<file path="src/rtl/delta_h_seq.sv">
// delta_h_seq
//   Sequenced hidden-layer delta: o = (sum_i prevd[i]*w[i]) * a*(1-a).
//   A single signed WIDTH x WIDTH fixed-point multiplier is reused. It
//   computes NUM products, then the sigmoid derivative, then the final
//   product. A result is produced NUM+2 edges after the start is accepted.
//
// Ports
//   clk      rising-edge clock
//   rst      asynchronous active-low reset
//   i_start  start request, sampled only while idle
//   i_a      activation of this neuron (sigmoid output)
//   i_prevd  next-layer deltas, element i at [i*WIDTH +: WIDTH]
//   i_w      next-layer weights, same packing
//   o_busy   computation in flight (cleared on the edge that raises o_valid)
//   o_valid  one-cycle pulse marking a new result on o
//   o        delta result, held until the next result
module delta_h_seq #(
    parameter int NUM   = 2,
    parameter int WIDTH = 32,
    parameter int FRAC  = 24
) (
    input  logic                   clk,
    input  logic                   rst,
    input  logic                   i_start,
    input  logic [WIDTH-1:0]       i_a,
    input  logic [NUM*WIDTH-1:0]   i_prevd,
    input  logic [NUM*WIDTH-1:0]   i_w,
    output logic                   o_busy,
    output logic                   o_valid,
    output logic [WIDTH-1:0]       o
);

    localparam int IDX_W = (NUM > 1) ? $clog2(NUM) : 1;
    localparam logic [WIDTH-1:0] ONE = {{(WIDTH-1){1'b0}}, 1'b1} << FRAC;
    localparam logic [IDX_W-1:0] LAST_IDX = IDX_W'(NUM - 1);

    typedef enum logic [1:0] {
        S_IDLE = 2'd0,
        S_MAC  = 2'd1,
        S_SIG  = 2'd2,
        S_MUL  = 2'd3
    } state_t;

    // Full-precision signed product, arithmetic shift right by FRAC (floor),
    // low WIDTH bits kept. Selecting bits [FRAC +: WIDTH] of the 2*WIDTH
    // product is exactly that shift followed by truncation.
    function automatic logic [WIDTH-1:0] fx_mul(input logic [WIDTH-1:0] x,
                                                input logic [WIDTH-1:0] y);
        logic signed [2*WIDTH-1:0] xe;
        logic signed [2*WIDTH-1:0] ye;
        logic signed [2*WIDTH-1:0] p;
        xe = $signed({{WIDTH{x[WIDTH-1]}}, x});
        ye = $signed({{WIDTH{y[WIDTH-1]}}, y});
        p  = xe * ye;
        return p[FRAC +: WIDTH];
    endfunction

    state_t            state_q, state_d;
    logic [IDX_W-1:0]  idx_q, idx_d;
    logic [WIDTH-1:0]  acc_q, acc_d;
    logic [WIDTH-1:0]  sig_q, sig_d;
    logic [WIDTH-1:0]  o_q, o_d;
    logic              valid_q, valid_d;
    logic              busy_q, busy_d;

    // Operands captured at start acceptance; inputs may change afterwards.
    logic [WIDTH-1:0]  a_q;
    logic [WIDTH-1:0]  prevd_q [NUM];
    logic [WIDTH-1:0]  w_q     [NUM];

    logic              load;
    logic [WIDTH-1:0]  one_minus_a;
    logic [WIDTH-1:0]  mul_x, mul_y, mul_r;

    assign load        = (state_q == S_IDLE) && i_start;
    assign one_minus_a = ONE - a_q;

    // The one shared multiplier; its operands are selected by state.
    always_comb begin
        mul_x = '0;
        mul_y = '0;
        case (state_q)
            S_MAC: begin
                mul_x = prevd_q[idx_q];
                mul_y = w_q[idx_q];
            end
            S_SIG: begin
                mul_x = a_q;
                mul_y = one_minus_a;
            end
            S_MUL: begin
                mul_x = acc_q;
                mul_y = sig_q;
            end
            default: begin
                mul_x = '0;
                mul_y = '0;
            end
        endcase
    end

    assign mul_r = fx_mul(mul_x, mul_y);

    // State register
    always_ff @(posedge clk or negedge rst) begin
        if (!rst) begin
            state_q <= S_IDLE;
        end else begin
            state_q <= state_d;
        end
    end

    // Next-state logic
    always_comb begin
        state_d = state_q;
        case (state_q)
            S_IDLE:  if (i_start) state_d = S_MAC;
            S_MAC:   if (idx_q == LAST_IDX) state_d = S_SIG;
            S_SIG:   state_d = S_MUL;
            S_MUL:   state_d = S_IDLE;
            default: state_d = S_IDLE;
        endcase
    end

    // Output / datapath next values
    always_comb begin
        idx_d   = idx_q;
        acc_d   = acc_q;
        sig_d   = sig_q;
        o_d     = o_q;
        busy_d  = busy_q;
        valid_d = 1'b0;
        case (state_q)
            S_IDLE: begin
                if (i_start) begin
                    acc_d  = '0;
                    idx_d  = '0;
                    busy_d = 1'b1;
                end
            end
            S_MAC: begin
                // Two's-complement add, wraps on overflow.
                acc_d = acc_q + mul_r;
                idx_d = idx_q + IDX_W'(1);
            end
            S_SIG: begin
                sig_d = mul_r;
            end
            S_MUL: begin
                o_d     = mul_r;
                valid_d = 1'b1;
                busy_d  = 1'b0;
            end
            default: begin
                busy_d = 1'b0;
            end
        endcase
    end

    always_ff @(posedge clk or negedge rst) begin
        if (!rst) begin
            idx_q   <= '0;
            acc_q   <= '0;
            sig_q   <= '0;
            o_q     <= '0;
            valid_q <= 1'b0;
            busy_q  <= 1'b0;
        end else begin
            idx_q   <= idx_d;
            acc_q   <= acc_d;
            sig_q   <= sig_d;
            o_q     <= o_d;
            valid_q <= valid_d;
            busy_q  <= busy_d;
        end
    end

    // Operand capture needs no reset: it is only read after a load.
    always_ff @(posedge clk) begin
        if (load) begin
            a_q <= i_a;
            for (int i = 0; i < NUM; i++) begin
                prevd_q[i] <= i_prevd[i*WIDTH +: WIDTH];
                w_q[i]     <= i_w[i*WIDTH +: WIDTH];
            end
        end
    end

    assign o_busy  = busy_q;
    assign o_valid = valid_q;
    assign o       = o_q;

endmodule
</file>
<file path="config.mk">
export PLATFORM = sky130hd
export DESIGN_NAME = delta_h_seq
export DESIGN_NICKNAME = d
export VERILOG_FILES = /design/src/rtl/delta_h_seq.sv
export SDC_FILE = /design/constraint.sdc
export NUM_CORES = 2
export LEC_CHECK = 0
export ABC_AREA = 0
export ABC_CLOCK_PERIOD_IN_PS = 15900
export CORE_MARGIN = 8
export CORE_UTILIZATION = 52
export CTS_CLUSTER_SIZE = 8
export DETAILED_ROUTE_END_ITERATION = 10
export DONT_BUFFER_PORTS = 1
export PLACE_DENSITY_LB_ADDON = 0.3
export SETUP_SLACK_MARGIN = 0.4
export SLEW_MARGIN = 25
export SYNTH_ARGS = -nofsm -noshare
export SYNTH_HDL_FRONTEND = slang
export SYNTH_SLANG_ARGS = --single-unit
</file>
<file path="constraint.sdc">
create_clock -name clk -period 15.9 [get_ports clk]
set_input_delay 4.77 -clock clk [delete_from_list [all_inputs] [get_ports clk]]
set_output_delay 4.77 -clock clk [all_outputs]
set_load 0.005 [all_outputs]
</file>
Yosys cells after proc, flatten, opt, wreduce, memory -nomap -nowiden
Memory sizes are Yosys's and may differ from the RTL's.
Index checks and enable logic that the tools add are counted.
- register bits: 133
- bits in writable memories: 128
- memories: 2
- memories (memory ; words ; bits a word ; rd ports ; clocked after memory_dff ; wr ports ; line ; source):
    prevd_q ; 2 ; 32 ; 1 ; 0 ; 2 ; 68 ; logic [WIDTH-1:0] prevd_q [NUM];
    w_q ; 2 ; 32 ; 1 ; 0 ; 2 ; 69 ; logic [WIDTH-1:0] w_q [NUM];
- add/sub/neg operators: 3
- multipliers: 1
- equality and inequality tests: 5
- muxes and demuxes: 14
- reductions and logical operators: 7
- operators with widths (operator ; count):
    32-bit one-hot mux with 3 select lines ; 2
    32-bit one-hot mux with 2 select lines ; 1
    32-bit by 32-bit multiplier with 56-bit output ; 1
    32-bit adder ; 1
    32-bit 2-to-1 mux ; 1
    25-bit by 32-bit subtractor with 32-bit output (first input constant) ; 1
    2-bit one-hot mux with 4 select lines ; 1
    2-bit AND reduction ; 3
    1-bit 2-to-1 mux ; 5
    2-bit equality test (second input constant) ; 2
    2-bit 2-to-1 mux ; 2
    2-bit != test (second input constant) ; 2
    1-bit one-hot mux with 2 select lines ; 2
    2-bit nonzero test ; 2
    2-bit by 1-bit equality test with 1-bit output (second input constant) ; 1
    2-bit zero test ; 1
    1-bit adder (second input constant) ; 1
    1-bit logical AND ; 1

Logic depth before layout (Yosys ltp)
- word-level depth: 5
- depth in mapped cells: 53
- mapped depth without buffers: 48

Worst setup path before layout
No wires, ideal clock.
- path kind: reg-to-reg
- start point: reg state_q[0]
- end point: reg acc_q[31]
- setup time: 0.128 ns
- arrival time: 12.054 ns
- data required time: 15.772 ns
- path slack: 3.718 ns
- stages on the path, launching flop included: 51
- cell sequence: dfrtp_1 -> inv_1 -> ha_1 -> clkbuf_1 -> clkbuf_1 -> clkbuf_1 -> clkbuf_1 -> buf_1 -> clkbuf_1 -> buf_1 -> nand3_1 -> nand2_1 -> clkbuf_1 -> nand2_1 -> fa_1 -> inv_1 -> fa_1 -> fa_1 -> (+15 left out) -> o21a_1 -> nand4_1 -> nand2_1 -> a21oi_1 -> xnor2_1 -> ha_1 -> a21o_1 -> a21o_1 -> a21o_1 -> a221oi_1 -> o31ai_1 -> and3_1 -> or4b_2 -> a41oi_1 -> a21oi_1 -> xor2_1 -> a21oi_1 -> o22ai_1
- cells in the longest elaborated chain, start to end: 5
- elaborated cells between the ends (all ways): 12
- classes of those cells: add/sub (1); mul (1); eq/ne (4); mux (3); reduce/logical (3)
- ends and longest elaborated chain (what ; line ; source):
    from (decl) ; 58 ; state_t state_q, state_d;
    from (signal assigned) ; 109 ; state_q <= state_d;
    2-bit equality test / 2-bit by 1-bit equality test with 1-bit output (equally long branches) ; 82 ; case (state_q)
    32-bit one-hot mux with 3 select lines ; 82 ;
    32-bit by 32-bit multiplier with 56-bit output (*) ; 54 ; p = xe * ye;
    net mul_r[7] ; 73 ; logic [WIDTH-1:0] mul_x, mul_y, mul_r;
    32-bit adder (*) ; 143 ; acc_d = acc_q + mul_r;
    32-bit one-hot mux with 2 select lines (*) ; 133 ; case (state_q)
    to (signal assigned) ; 163 ; acc_q <= '0;
    to (signal assigned) ; 170 ; acc_q <= acc_d;
    to (decl) ; 60 ; logic [WIDTH-1:0] acc_q, acc_d;
Mark *: on every way through the listed nets, which the timed path passes. The rest lies on a longest branch.
A chain may end at the register's enable or synchronous reset.

Worst setup path in the final report
- start point: reg a_q[0]
- end point: reg acc_q[31]
- cells in the longest elaborated chain, start to end: 5
- elaborated cells between the ends (all ways): 6
- classes of those cells: add/sub (2); mul (1); mux (3)
- ends and longest elaborated chain (what ; line ; source):
    from (decl) ; 67 ; logic [WIDTH-1:0] a_q;
    from (signal assigned) ; 181 ; a_q <= i_a;
    25-bit by 32-bit subtractor with 32-bit output ; 76 ; assign one_minus_a = ONE - a_q;
    32-bit one-hot mux with 3 select lines ; 82 ;
    32-bit by 32-bit multiplier with 56-bit output (*) ; 54 ;
    net mul_r[8] ; 73 ;
    32-bit adder (*) ; 143 ;
    32-bit one-hot mux with 2 select lines (*) ; 133 ;
Marks and branches as above.

==> qor.yml <==
layout:
  fillers: 7429
  syn_to_final_growth_pct: 6.13
  multiInputGateArea_mm2: 0.0330
  fin_nets: 5897
  final_cells: 5725
  ff_latch_area_mm2: 0.00733
  drive_above_1_share_pct: 7.81
route:
  ant_nets: 0
  top_layer: "met5"
  wl_met3_um: 15800
  detail_route.iter0.violations: 3544
  wl_um: 149000
  via_per_inst: 5.87
  firstDrtPassIters: 9
  drc: 0
  met2_wirelength_um: 67700
  vias: 33600
  m1WireLength_um: 53400
  wl_per_cell_um: 26.0
grt:
  first_global_vias: 35900
  grt_start_max_net_pins: 102
  grt_pass1_wl_um: 225000
  grt_usage_pct: 31.7
  antenna_found_initial: 12
  overflow: 0
yosys:
  ys_seq_elements: 261
  yosys_warnings: 0
  synth_mux_area_share_pct: 3.13
  synth-adder-area-share_pct: 49.7
  async_flop_share_pct: 38.7
  synth-edff-count: 160
  synth_area_mm2: 0.0448
  syn_nets: 5965
  synth_common_cells: "inv_1 (989), fa_1 (983), nand2_1 (766)"
  synth_top_area_cell: "fa_1"
  synth-compound-area-share_pct: 5.88
  synth_cell_types: 78
  synthFlopType: "edfxtp_1"
  synth_cells: 4611
  yosys.area_share.simple_pct: 12.7
  synth_top_family_by_area: "adder cells"
  synth_xor_xnor_area_share_pct: 2.01
  synth_top_cells_by_area: "fa_1 (44%), edfxtp_1 (11%), inv_1 (8.3%), nand2_1 (6.4%), ha_1 (5.8%)"
  synth_most_common_cell: "inv_1"
  ys_seq_area_share_pct: 16.4
  synth.avg_cell_area_um2: 9.72
  yosys.area.top_type_share_pct: 43.9
timing:
  timing.fmax_ghz: 0.0748
  finalCritPeriodShare_pct: 84.0
  rsz0062_at_grt: "false"
  hold_viol: 0
  slew_headroom_pct: 19.9
  tns_ns: 0
  final_period_minus_worst_setup_slack_ns: 13.36
  setup_viol_count_final: 0
  slew_violations: 0
  tightestPinTransition_ns: 1.20
  fin_skew_ns: 0.0246
worst_setup_path:
  crit_path_frequent_cell: "fa_1"
  cpMaxStageDelayCell: "a221oi_1"
  critPathMaxStageDelay_ns: 0.88
  critPathRequiredTime_ns: 16.31
  critPathLaunchType: "register"
  crit_fanout: 13
  critical_path.endpoint_type: "register"
  path_class: "reg -> reg"
  worst_ep_arrival_time_ns: 13.77
cts:
  clkLatencyLatePin_ns: 0.54
  cts.clk_slew.worst_paths_ns: 0.05
  ctsHoldBuffers: 0
  clk_path_buf_depth: 3
  numCtsBuffers: 39
  cts-resized-gates: 0
  cts_sinks: 261
  cts_root_buf: "clkbuf_16"
  htreeDepth: 2
  cts_setup_buffers: 0
  tritoncts: "yes"
floorplan:
  fp.dieW_um: 310
  rows: 107
  die-area_mm2: 0.0958
  initial_utilization_pct: 52.5
  die_h_um: 310
  core-area_mm2: 0.0853
  ios: 197
run_status:
  status: "finished clean"
placed_design:
  place.port_buffers: 0
  place_congestion: 1.04
  post-dp-hpwl_um: 118000
  place_inst: 5646
run:
  timing.max_cap.violations: 0
min_path:
  min_path_type: "reg -> reg"
-- cell usage in the layout, fill, tap and decap left out, drive strengths merged, types with 57 or more instances in the layout --
cell type	count
nand2	767
ha	208
inv	990
dfrtp	101
a21oi	111
edfxtp	160
mux2	121
xnor2	57
buf	116
o21ai	76
fa	983
nor2	294
clkbuf	67
-- critical path, delay by kind of cell (launching register included) --
family | cells | cell delay (ns)
adders and majority gates | 11 | 4.99
and+or+nand+nor | 12 | 4.70
xor gates and xnor gates | 2 | 0.58
DFF | 1 | 0.47
AOI/OAI and AO/OA | 8 | 2.18
buffers and inverters | 4 | 0.25
-- logic make-up (layout without fill, tap and decap cells) --
kind of cell | after synthesis | in the layout
adders and majority gates | 1191 | 1191
xor gates and xnor gates | 98 | 98
DFF | 261 | 261
buffers and inverters | 1216 | 1176
muxes | 125 | 125
and+or+nand+nor | 1332 | 1332
other | 0 | 10
AOI/OAI and AO/OA | 388 | 388
-- sequential cells by signal, indices dropped and copies added (netlist names) --
signal,cells
prevd_q,64
o_valid,1
o_busy,1
idx_q,1
state_q,2
o,32
sig_q,32
acc_q,32
w_q,64
a_q,32
-- per-stage QoR --
stage,setup slack [ns],hold WS (ns),cell area [µm²],utilization [%]
2_1_floorplan,3.72,0.473,44800,-
3_3_place_gp,2.97,0.490,46400,54.4
3_5_place_dp,3.03,0.498,46400,54.4
4_1_cts,2.99,0.508,47500,55.7
5_1_grt,1.97,0.523,47500,55.7
6_report,2.54,0.511,47500,55.8
-- metal layers --
layer	up-vias	track usage (%)
met3	516	7.20
met4	4	19.8
met2	2101	50.0
met5	-	0
met1	17100	39.6
li1	13900	-
-- layout make-up --
class	instances	share of cell area, %
sequential	261	15.4
timing repair buffer	118	1.87
inverter	989	7.81
clock inverter	2	0.0368
multi-input combinational	3134	69.5
antenna	10	0.0526
tap	1144	3.01
clock buffer	67	2.32
-- path summary, 6_finish.rpt --
kind                       startpoint        end  slack (ns)  cells after the start
max                            a_q[0]  acc_q[31]        2.54                     37
min                         sig_q[22]  sig_q[22]        0.51                      1
max reg2reg                    a_q[0]  acc_q[31]        2.54                     37
min reg2reg                 sig_q[22]  sig_q[22]        0.51                      1
max in group asynchronous         rst       o[0]       11.82                      0
min in group asynchronous         rst  acc_q[25]        3.94                      0
Power is not shown: default switching activity piles up to over one toggle a cycle in this logic, so the estimate is an artifact.
